## config.mk

```make
export PLATFORM = sky130hd
export DESIGN_NAME = freq_gate_sequencer
export DESIGN_NICKNAME = d
export VERILOG_FILES = /design/src/rtl/freq_gate_sequencer_pkg.sv /design/src/rtl/freq_gate_sequencer_gate_timer.sv /design/src/rtl/freq_gate_sequencer.sv
export SDC_FILE = /design/constraint.sdc
export NUM_CORES = 1
export LEC_CHECK = 0
export CAP_MARGIN = 30
export CORE_MARGIN = 2
export CORE_UTILIZATION = 60
export DETAILED_ROUTE_END_ITERATION = 12
export PLACE_DENSITY = 0.92
export SYNTH_ARGS = -nofsm -noshare
export SYNTH_HDL_FRONTEND = slang
export SYNTH_SLANG_ARGS = --single-unit
```

## constraint.sdc

```tcl
create_clock -name clkControl -period 5.1 [get_ports clkControl]
set_input_delay 1.275 -clock clkControl [delete_from_list [all_inputs] [get_ports clkControl]]
set_output_delay 1.275 -clock clkControl [all_outputs]
set_load 0.005 [all_outputs]
```

## src/rtl/freq_gate_sequencer_pkg.sv

```systemverilog
// Shared types and defaults for the frequency-meter gate sequencer.
// Contents: the FSM state enum, default parameter values and the gate-length helper.
package freq_ctl_pkg;

  typedef enum logic [1:0] {
    ST_IDLE  = 2'd0,
    ST_CLEAR = 2'd1,
    ST_GATE  = 2'd2,
    ST_LATCH = 2'd3
  } state_e;

  localparam int unsigned DEF_GATE_W    = 24;
  localparam int unsigned DEF_GATE_BASE = 10;
  localparam int unsigned DEF_MODE_W    = 2;
  localparam int unsigned DEF_TEST_GATE = 4;
  localparam int unsigned DEF_CLEAR_LEN = 2;
  localparam int unsigned DEF_LATCH_LEN = 2;

  // Gate length in clock cycles for a given range: base << range.
  function automatic logic [63:0] gate_len(input logic [63:0] base, input int unsigned range);
    return base << range;
  endfunction

endpackage

```

## src/rtl/freq_gate_sequencer_gate_timer.sv

```systemverilog
// gate_timer: loadable GATE_W-bit down-counter that saturates at zero.
// expired is high while the count is zero. count_next exposes the value the
// counter takes at the next edge so the owner can register strobes that
// coincide with the final cycle of a phase.
module gate_timer
  import freq_ctl_pkg::*;
#(
  parameter int unsigned GATE_W = DEF_GATE_W
) (
  input  logic              clk,
  input  logic              reset,
  input  logic              load,
  input  logic [GATE_W-1:0] load_val,
  input  logic              en,
  output logic              expired,
  output logic [GATE_W-1:0] count_next
);

  logic [GATE_W-1:0] count_q;
  logic [GATE_W-1:0] count_d;

  // Next count: load wins, otherwise decrement toward zero and hold there.
  always_comb begin
    count_d = count_q;
    if (load) begin
      count_d = load_val;
    end else if (en && (count_q != '0)) begin
      count_d = count_q - GATE_W'(1);
    end
  end

  // Count register with synchronous reset.
  always_ff @(posedge clk) begin
    if (reset) begin
      count_q <= '0;
    end else begin
      count_q <= count_d;
    end
  end

  assign expired    = (count_q == '0);
  assign count_next = count_d;

endmodule

```

## src/rtl/freq_gate_sequencer.sv

```systemverilog
// freq_gate_sequencer: generates the repeating clear -> gate -> latch frame for
// the frequency counter datapath, with run/stop control and a frame-done strobe.
// Optional feature macro: AUTORANGE_EN (overflow-driven range step-down).
module freq_gate_sequencer
  import freq_ctl_pkg::*;
#(
  parameter int unsigned GATE_W    = DEF_GATE_W,
  parameter int unsigned GATE_BASE = DEF_GATE_BASE,
  parameter int unsigned MODE_W    = DEF_MODE_W,
  parameter int unsigned TEST_GATE = DEF_TEST_GATE,
  parameter int unsigned CLEAR_LEN = DEF_CLEAR_LEN,
  parameter int unsigned LATCH_LEN = DEF_LATCH_LEN
) (
  input  logic              clkControl,
  input  logic              reset,
  input  logic              runEn,
  input  logic              testMode,
  input  logic [MODE_W-1:0] modeControl,
  input  logic              ovf,
  output logic              enable,
  output logic              clear,
  output logic              latch,
  output logic [MODE_W-1:0] rangeOut,
  output logic              frameDone
);

  localparam logic [63:0] MAX_GATE  = gate_len(64'(GATE_BASE), (32'd1 << MODE_W) - 32'd1);
  localparam logic [63:0] TIMER_MAX = (GATE_W >= 64) ? '1 : ((64'd1 << GATE_W) - 64'd1);

  if (MAX_GATE > TIMER_MAX) begin : g_gate_w_check
    $error("GATE_W too narrow for GATE_BASE << (2**MODE_W-1)");
  end
  if (64'(TEST_GATE) > TIMER_MAX || TEST_GATE < 1) begin : g_test_gate_check
    $error("TEST_GATE must be >= 1 and fit in GATE_W bits");
  end
  if (CLEAR_LEN < 1 || LATCH_LEN < 1) begin : g_pulse_len_check
    $error("CLEAR_LEN and LATCH_LEN must be >= 1");
  end

  localparam logic [GATE_W-1:0] CLEAR_LOAD = GATE_W'(CLEAR_LEN - 1);
  localparam logic [GATE_W-1:0] LATCH_LOAD = GATE_W'(LATCH_LEN - 1);
  localparam logic [GATE_W-1:0] TEST_LOAD  = GATE_W'(TEST_GATE - 1);

  state_e            state_q, state_d;
  logic              enable_q, enable_d;
  logic              clear_q, clear_d;
  logic              latch_q, latch_d;
  logic              frame_done_q, frame_done_d;
  logic [MODE_W-1:0] range_out_q, range_out_d;
  logic [MODE_W-1:0] range_sel;

  logic              timer_load;
  logic [GATE_W-1:0] timer_val;
  logic              timer_en;
  logic              timer_expired;
  logic [GATE_W-1:0] timer_next;
  logic [GATE_W-1:0] gate_load;

`ifdef AUTORANGE_EN
  logic [MODE_W-1:0] range_q, range_d;
  assign range_sel = range_q;
`else
  logic unused_ovf;
  assign unused_ovf = ovf;
  assign range_sel  = modeControl;
`endif

  assign gate_load = testMode ? TEST_LOAD
                              : GATE_W'(gate_len(64'(GATE_BASE), 32'(range_sel)) - 64'd1);
  assign timer_en  = (state_q != ST_IDLE);

  gate_timer #(
    .GATE_W(GATE_W)
  ) u_gate_timer (
    .clk       (clkControl),
    .reset     (reset),
    .load      (timer_load),
    .load_val  (timer_val),
    .en        (timer_en),
    .expired   (timer_expired),
    .count_next(timer_next)
  );

  // Next state, timer loads, range bookkeeping and registered-output decode.
  always_comb begin
    state_d     = state_q;
    timer_load  = 1'b0;
    timer_val   = '0;
    range_out_d = range_out_q;
`ifdef AUTORANGE_EN
    range_d     = range_q;
`endif
    unique case (state_q)
      ST_IDLE: begin
        if (runEn) begin
          state_d    = ST_CLEAR;
          timer_load = 1'b1;
          timer_val  = CLEAR_LOAD;
`ifdef AUTORANGE_EN
          range_d    = modeControl;
`endif
        end
      end
      ST_CLEAR: begin
        if (timer_expired) begin
          state_d     = ST_GATE;
          timer_load  = 1'b1;
          timer_val   = gate_load;
          range_out_d = range_sel;
        end
      end
      ST_GATE: begin
        if (timer_expired) begin
          state_d    = ST_LATCH;
          timer_load = 1'b1;
          timer_val  = LATCH_LOAD;
`ifdef AUTORANGE_EN
          if (ovf && (range_q != '0)) begin
            range_d = range_q - MODE_W'(1);
          end
`endif
        end
      end
      ST_LATCH: begin
        if (timer_expired) begin
          if (runEn) begin
            state_d    = ST_CLEAR;
            timer_load = 1'b1;
            timer_val  = CLEAR_LOAD;
          end else begin
            state_d = ST_IDLE;
          end
        end
      end
      default: state_d = ST_IDLE;
    endcase

    // Outputs are a registered decode of the next state; frameDone marks the
    // latch cycle whose timer value will be zero, i.e. the last one.
    enable_d     = (state_d == ST_GATE);
    clear_d      = (state_d == ST_CLEAR);
    latch_d      = (state_d == ST_LATCH);
    frame_done_d = (state_d == ST_LATCH) && (timer_next == '0);
  end

  // FSM state and registered outputs.
  always_ff @(posedge clkControl) begin
    if (reset) begin
      state_q      <= ST_IDLE;
      enable_q     <= 1'b0;
      clear_q      <= 1'b0;
      latch_q      <= 1'b0;
      frame_done_q <= 1'b0;
      range_out_q  <= '0;
    end else begin
      state_q      <= state_d;
      enable_q     <= enable_d;
      clear_q      <= clear_d;
      latch_q      <= latch_d;
      frame_done_q <= frame_done_d;
      range_out_q  <= range_out_d;
    end
  end

`ifdef AUTORANGE_EN
  // Working range register for auto-ranging.
  always_ff @(posedge clkControl) begin
    if (reset) begin
      range_q <= '0;
    end else begin
      range_q <= range_d;
    end
  end
`endif

  assign enable    = enable_q;
  assign clear     = clear_q;
  assign latch     = latch_q;
  assign frameDone = frame_done_q;
  assign rangeOut  = range_out_q;

endmodule

```

Word level (Yosys, flattened, before mapping)
Cells that the tools add are included.
Operators by class
  $add $sub $neg: 2
  equality and inequality tests: 6
  shift-type cells: 1
  multiplexer cells: 18
  reductions and logical operators: 9
Operators by type and width (number)
  $mux 24: 4
  $pmux 24 s4: 1
  $logic_not 24->1: 2
  $sub 24x1->24 const B: 2
  $reduce_bool 24->1: 1
  $shl 4x2->24 const A: 1
  $eq 2x2->1 const B: 4
  $mux 2: 4
  $pmux 2 s4: 1
  $mux 1: 7
  $eq 2x1->1 const B: 2
  $pmux 1 s3: 1
  $logic_and 1x1->1: 2
  $logic_not 2->1: 1
  $reduce_and 2->1: 1
  $reduce_bool 2->1: 1
  $reduce_or 2->1: 1
Word-level totals
  flip-flop bits (word level): 32
  input port bits: 7
  word-level logic and storage cells: 43

Logic depth before layout (Yosys ltp)
Gate-level depths: netlist of run 1.
  word-level depth: 8
  mapped depth: 11

Cells and area by module
A second synthesis of run 1 with hierarchy kept.
Second synthesis, totals
  cells, all modules: 316
  area, all modules: 2464.9 µm²
By module, submodules not included
  gate_timer: instances 1, cells each 228, area an instance 1757.9 µm²
  freq_gate_sequencer: instances 1, cells each 88, area an instance 706.9 µm²

Least setup slack after synthesis of run 1
No wires, ideal clock.
  kind: input -> register
  start: input port modeControl[0]
  end: register frame_done_q (netlist: frameDone)
  arrival time: 3.045 ns
  required time: 5.008 ns
  path slack: 1.963 ns
  cell stages on the path: 9
  cell sequence: inv_1 > ha_1 > inv_1 > ha_1 > inv_1 > a221oi_2 > o2111ai_1 > or4_1 > nor4_1
On the way
  word-level cells in the longest chain between the ends: 8
Ends and longest elaborated chain
  start: declaration: line freq_gate_sequencer.sv:18  | input logic [MODE_W-1:0] modeControl,
  $shl 4x2->24: line freq_gate_sequencer_pkg.sv:21  | return base << range;
  $sub 24x1->24: line freq_gate_sequencer.sv:69  | : GATE_W'(gate_len(64'(GATE_BASE), 32'(range_sel)) - 64'd1);
  $mux 24: line freq_gate_sequencer.sv:68  | assign gate_load = testMode ? TEST_LOAD
  $mux 24: line freq_gate_sequencer.sv:105  | if (timer_expired) begin
  $pmux 24 s4: line freq_gate_sequencer.sv:93  | unique case (state_q)
  $mux 24: line freq_gate_sequencer_gate_timer.sv:25  | if (load) begin
  $logic_not 24->1: line freq_gate_sequencer.sv:143  | frame_done_d = (state_d == ST_LATCH) && (timer_next == '0);
  $logic_and 1x1->1: line freq_gate_sequencer.sv:143
  end signal: assignment: line freq_gate_sequencer.sv:160  | frame_done_q <= frame_done_d;
  end: declaration: line freq_gate_sequencer.sv:48  | logic frame_done_q, frame_done_d;
No other way between the ends.
A chain may end at the register's enable or synchronous reset.

Final worst setup path of run 1
Same ends and word-level chain as after synthesis.

==> flow_metrics.tcl, run 1 <==
set metrics [dict create \
    status "finished, final reports clean" \
    final_nets 304 \
    grt_first_pass_wirelength_um 9170 \
    cts_tree "yes" \
    cp_top_family "simple AND/OR/NAND/NOR gates" \
    rows 22 \
    gp_congestion 0.923 \
    ys_ff_latch 32 \
    cts_setup_buffers 0 \
    cts_resized 0 \
    synthesis.instances 275 \
    cp.buffers_inverters 4 \
    crit_path_top_delay_cell "clkdlybuf4s50_1" \
    finalHoldViolCount 0 \
    cap_violations 0 \
    yosysTopAreaCell "dfxtp_1" \
    slew_viol_final 0 \
    synth_ff_type "dfxtp_1" \
    synth.cells.most_frequent "dfxtp_1, nor2_1, ha_1, nor4_1" \
    synth_nets 297 \
    min_path_type "flop to flop" \
    worst_slew_pin_slew_ns 0.950 \
    fin_util_pct 67.6 \
    clock_latency_ns 0.29 \
    synth_edf_count 0 \
    core_um2 3630 \
    setup_viol_count_final 0 \
    ys_seq_area_share_pct 28.6 \
    syn_area_per_cell_um2 8.15 \
    antenna_left 0 \
    finalInstanceArea_um2 2460 \
    overflow 0 \
    antennaDiodeCount 0 \
    grt_max_degree 29 \
    yosys.cell_types.count 58 \
    clockBufferDepth 2 \
    routed_wl_um 5380 \
    vias 2140 \
    routed_via_density 6.48 \
    finalCritPeriodShare_pct 74.5 \
    root_buffer "clkbuf_8" \
    die_w_um 65.1 \
    dr.pass1.iters 4 \
    fin_cells 330 \
    fin_tns_setup_ns 0 \
    wl_per_cell_um 16.3 \
    skew_ns 0.00788 \
    placed_cells 323 \
    hp-start "rangeOut[1]" \
    max_freq_ghz 0.263 \
    grtUsageMet1_pct 36.5 \
    synth_area_leaders "dfxtp_1, ha_1, nor2_1, nor4_1, o21ai_0" \
    cp-start-kind "primary input" \
    grt_usage_pct 28.1 \
    worstPathArrival_ns 3.99 \
    dp_hpwl_um 3940 \
    critical_path_class "primary input to flop" \
    rsz0062_at_grt "false" \
    grt_use_met2_pct 45.1 \
    die_area_um2 4240 \
    numCtsBuffers 5 \
    drive_above_1_share_pct 8.87 \
    antenna_found_initial 0 \
    die_height_um 65.1 \
    busiest_layer "met2" \
    relSlewSlack_pct 35.8 \
    n_fill_cell 313 \
    cts_hold_buf 0 \
    critPathMaxStageDelay_ns 0.51 \
    period_needed_ns 3.80 \
    ctsHtreeMaxLevel 2 \
    yosysWarningCount 0 \
    cts.clk_slew.worst_paths_ns 0.07 \
    crit_fanout 6 \
    drt_iter0_markers 163 \
    async_flop_share_pct 0 \
    place_area_um2 2360 \
    drcViolationCount 0 \
    syn_area_um2 2240 \
    crit_start "modeControl[0]" \
    io_pins 13 \
    met3_usage_pct 7.19 \
    worstPathRequired_ns 5.29 \
    r2r-start "u_gate_timer.count_q[0]" \
    cts_sinks 32 \
    path_cells "clkdlybuf4s50_1 -> inv_1 -> ha_1 -> inv_1 -> ha_1 -> nand3_1 -> nor4_1 -> buf_4 -> a211oi_1 -> nand2_1 -> or4_1 -> nor4_1" \
    yosys.area.top_type_share_pct 28.6 \
    syn_to_final_growth_pct 9.60 \
    crit_path_end_kind "flop" \
    grt_pass1_vias 1945 \
    yosysMostFrequentCell "dfxtp_1" \
    numPortBuffers 11 \
    floorplan.initialDensity_pct 61.7 \
]
-- kinds of logic after synthesis --
kind of cell | count (synthesis) | share of synthesized area (%)
AND/OR/NAND/NOR | 125 | 32.8
AO/OA/AOI/OAI | 58 | 17.5
flip-flops | 32 | 28.6
buffers and inverters | 27 | 5.30
adder cells (fa/ha/maj) | 15 | 8.37
XOR/XNOR | 12 | 4.69
multiplexers | 6 | 2.79
-- worst min-delay path: stages, from the launching register on --
cell	delay (ns)
dfxtp_1	0.33
mux2i_1	0.06
nor2_1	0.08
-- flip-flops by register name (all words and copies together) (netlist names) --
register              count
rangeOut                  2
state_q                   2
u_gate_timer.count_q     24
frameDone                 1
clear                     1
latch                     1
enable                    1
-- routing by layer --
layer / wire length, um / vias up
li1: - / 1040
met1: 2200 / 970
met2: 2560 / 110
met3: 480 / 20
met4: 145 / 0
met5: 0 / -
-- placed cells by master (no fill, tap or decap), types with 6 or more instances in the layout --
cell and instances:
inv_1 14, dfxtp_1 32, nor3_1 12, a21oi_1 12
xor2_1 7, ha_1 15, or4_1 6, o21ai_0 14
nand2_1 13, nor2_1 28, nor2b_1 8, o211ai_1 6
nor4_1 15, clkdlybuf4s50_1 11, clkbuf_8 7, nand3_1 7
-- path summary, 6_finish.rpt --
path | end | slack (ns) | cells after the start
hold reg to reg | rangeOut[1] | 0.50 | 2
setup / recovery | frameDone | 1.30 | 12
hold / removal | rangeOut[1] | 0.50 | 2
setup reg to reg | frameDone | 1.77 | 9
-- cell type report --
| type | count | area [um2] | share of cell area, % |
|---|---|---|---|
| sequential | 32 | 641 | 26.1 |
| multi-input combinational | 216 | 1480 | 60.3 |
| clock buffer | 7 | 96.3 | 3.92 |
| inverter | 14 | 52.6 | 2.14 |
| tap | 48 | 60.1 | 2.44 |
| timing repair buffer | 13 | 125 | 5.09 |
-- stage by stage --
| step | hold WS (ns) | setup WS, ns |
|---|---|---|
| floorplan | 0.485 | 1.96 |
| global placement | 0.480 | 1.09 |
| detailed placement | 0.488 | 1.05 |
| CTS | 0.511 | 1.33 |
| global route | 0.532 | 1.05 |
| finish | 0.505 | 1.30 |
Power of run 1 is left out: the tool's default activity adds up to more than one toggle a clock period on the data nets, which glitch-free logic cannot reach.
==> inputs of run 2 (changes only) <==
==> constraint.sdc (replaced) <==
create_clock -name clkControl -period 3.9 [get_ports clkControl]
set_input_delay 0.975 -clock clkControl [delete_from_list [all_inputs] [get_ports clkControl]]
set_output_delay 0.975 -clock clkControl [all_outputs]
set_load 0.005 [all_outputs]
==> flow_metrics.tcl, run 2 (synthesis results as in run 1) <==
set metrics [dict create \
    finalCritPeriodShare_pct 85.6 \
    cts_sinks 32 \
    dr.pass1.iters 4 \
    grtUsageMet1_pct 33.3 \
    numCtsBuffers 5 \
    hp-start "rangeOut[1]" \
    final_nets 311 \
    setup_viol_count_final 0 \
    routed_via_density 6.46 \
    finalHoldViolCount 0 \
    cts_resized 0 \
    ctsHtreeMaxLevel 2 \
    die_area_um2 4240 \
    crit_start "runEn" \
    n_fill_cell 318 \
    antennaDiodeCount 0 \
    gp_congestion 0.938 \
    cp-start-kind "primary input" \
    worst_slack_ns 0.560 \
    die_w_um 65.1 \
    wl_per_cell_um 16.5 \
    min_path_type "flop to flop" \
    syn_to_final_growth_pct 11.1 \
    root_buffer "clkbuf_8" \
    antenna_found_initial 0 \
    overflow 0 \
    worstPathRequired_ns 4.09 \
    period_needed_ns 3.34 \
    regMostFlops "u_gate_timer.count_q" \
    max_freq_ghz 0.299 \
    relSlewSlack_pct 58.7 \
    drive_above_1_share_pct 10.7 \
    final_common_cell "dfxtp_1" \
    numPortBuffers 11 \
    cts.clk_slew.worst_paths_ns 0.06 \
    drt_iter0_markers 176 \
    layout_common_cells "dfxtp_1, nor2_1, nor4_1, ha_1" \
    largest_reg_flops 24 \
    vias 2177 \
    cts_setup_buffers 0 \
    drcViolationCount 0 \
    grt_pass1_vias 2118 \
    crit_fanout 6 \
    busiest_layer "met2" \
    routed_wl_um 5560 \
    slew_viol_final 0 \
    crit_path_end_kind "flop" \
    grt_first_pass_wirelength_um 9340 \
    cts_tree "yes" \
    io_pins 13 \
    met3_usage_pct 7.02 \
    grt_use_met2_pct 46.4 \
    clock_latency_ns 0.28 \
    critical_path_class "primary input to flop" \
    floorplan.initialDensity_pct 61.7 \
    rsz0062_at_grt "false" \
    dp_hpwl_um 4150 \
    status "finished, final reports clean" \
    worst_slew_pin_slew_ns 0.615 \
    rows 22 \
    core_um2 3630 \
    clockBufferDepth 2 \
    dp_slack_ns 0.310 \
    fin_tns_setup_ns 0 \
    cap_violations 0 \
    grt_max_degree 29 \
    worstPathArrival_ns 3.53 \
    r2r-start "state_q[0]" \
    die_height_um 65.1 \
    antenna_left 0 \
    grt_usage_pct 28.6 \
    skew_ns 0.00519 \
    cts_hold_buf 0 \
]
## run 2: area by class of cell
class	count	area [um2]	area share, %
multi-input cells	216	1480	59.5
flip-flops and latches	32	641	25.7
repair buffers	20	178	7.13
clock buffers	6	72.6	2.91
well taps	48	60.1	2.41
inverters	14	52.6	2.11
clock inverters	1	5.00	0.201
## run 2: critical path, cell delays in order
cell	delay, ns
clkdlybuf4s50_1	0.42
o21a_1	0.17
o211ai_1	0.47
nor3_1	0.22
a221oi_2	0.32
o2111ai_1	0.15
or4_1	0.55
nor4_1	0.27
## run 2: worst paths after layout
| path | to | slack (ns) | depth (start not counted) |
|---|---|---|---|
| min | rangeOut[1] | 0.51 | 2 |
| min reg2reg | rangeOut[1] | 0.51 | 2 |
| max reg2reg | frameDone | 0.72 | 9 |
| max | frameDone | 0.56 | 8 |
## run 2: metal layers
metal  part of all wire, %  vias to the layer above
met4                   5.7                        0
met3                   7.6                       40
met5                     0                        -
li1                      -                     1046
met1                    41                      980
met2                    46                      111
## run 2: per-stage QoR
step                std cells  instance area [um2]  hold WS, ns  utilization, %
floorplan                 275                 2240        0.485               -
global placement          330                 2410        0.480            66.4
detailed placement        330                 2410        0.492            66.4
CTS                       337                 2490        0.512            68.6
global route              337                 2490        0.566            68.6
finish                    337                 2490        0.507            68.6
Power of run 2 is left out for the same reason.
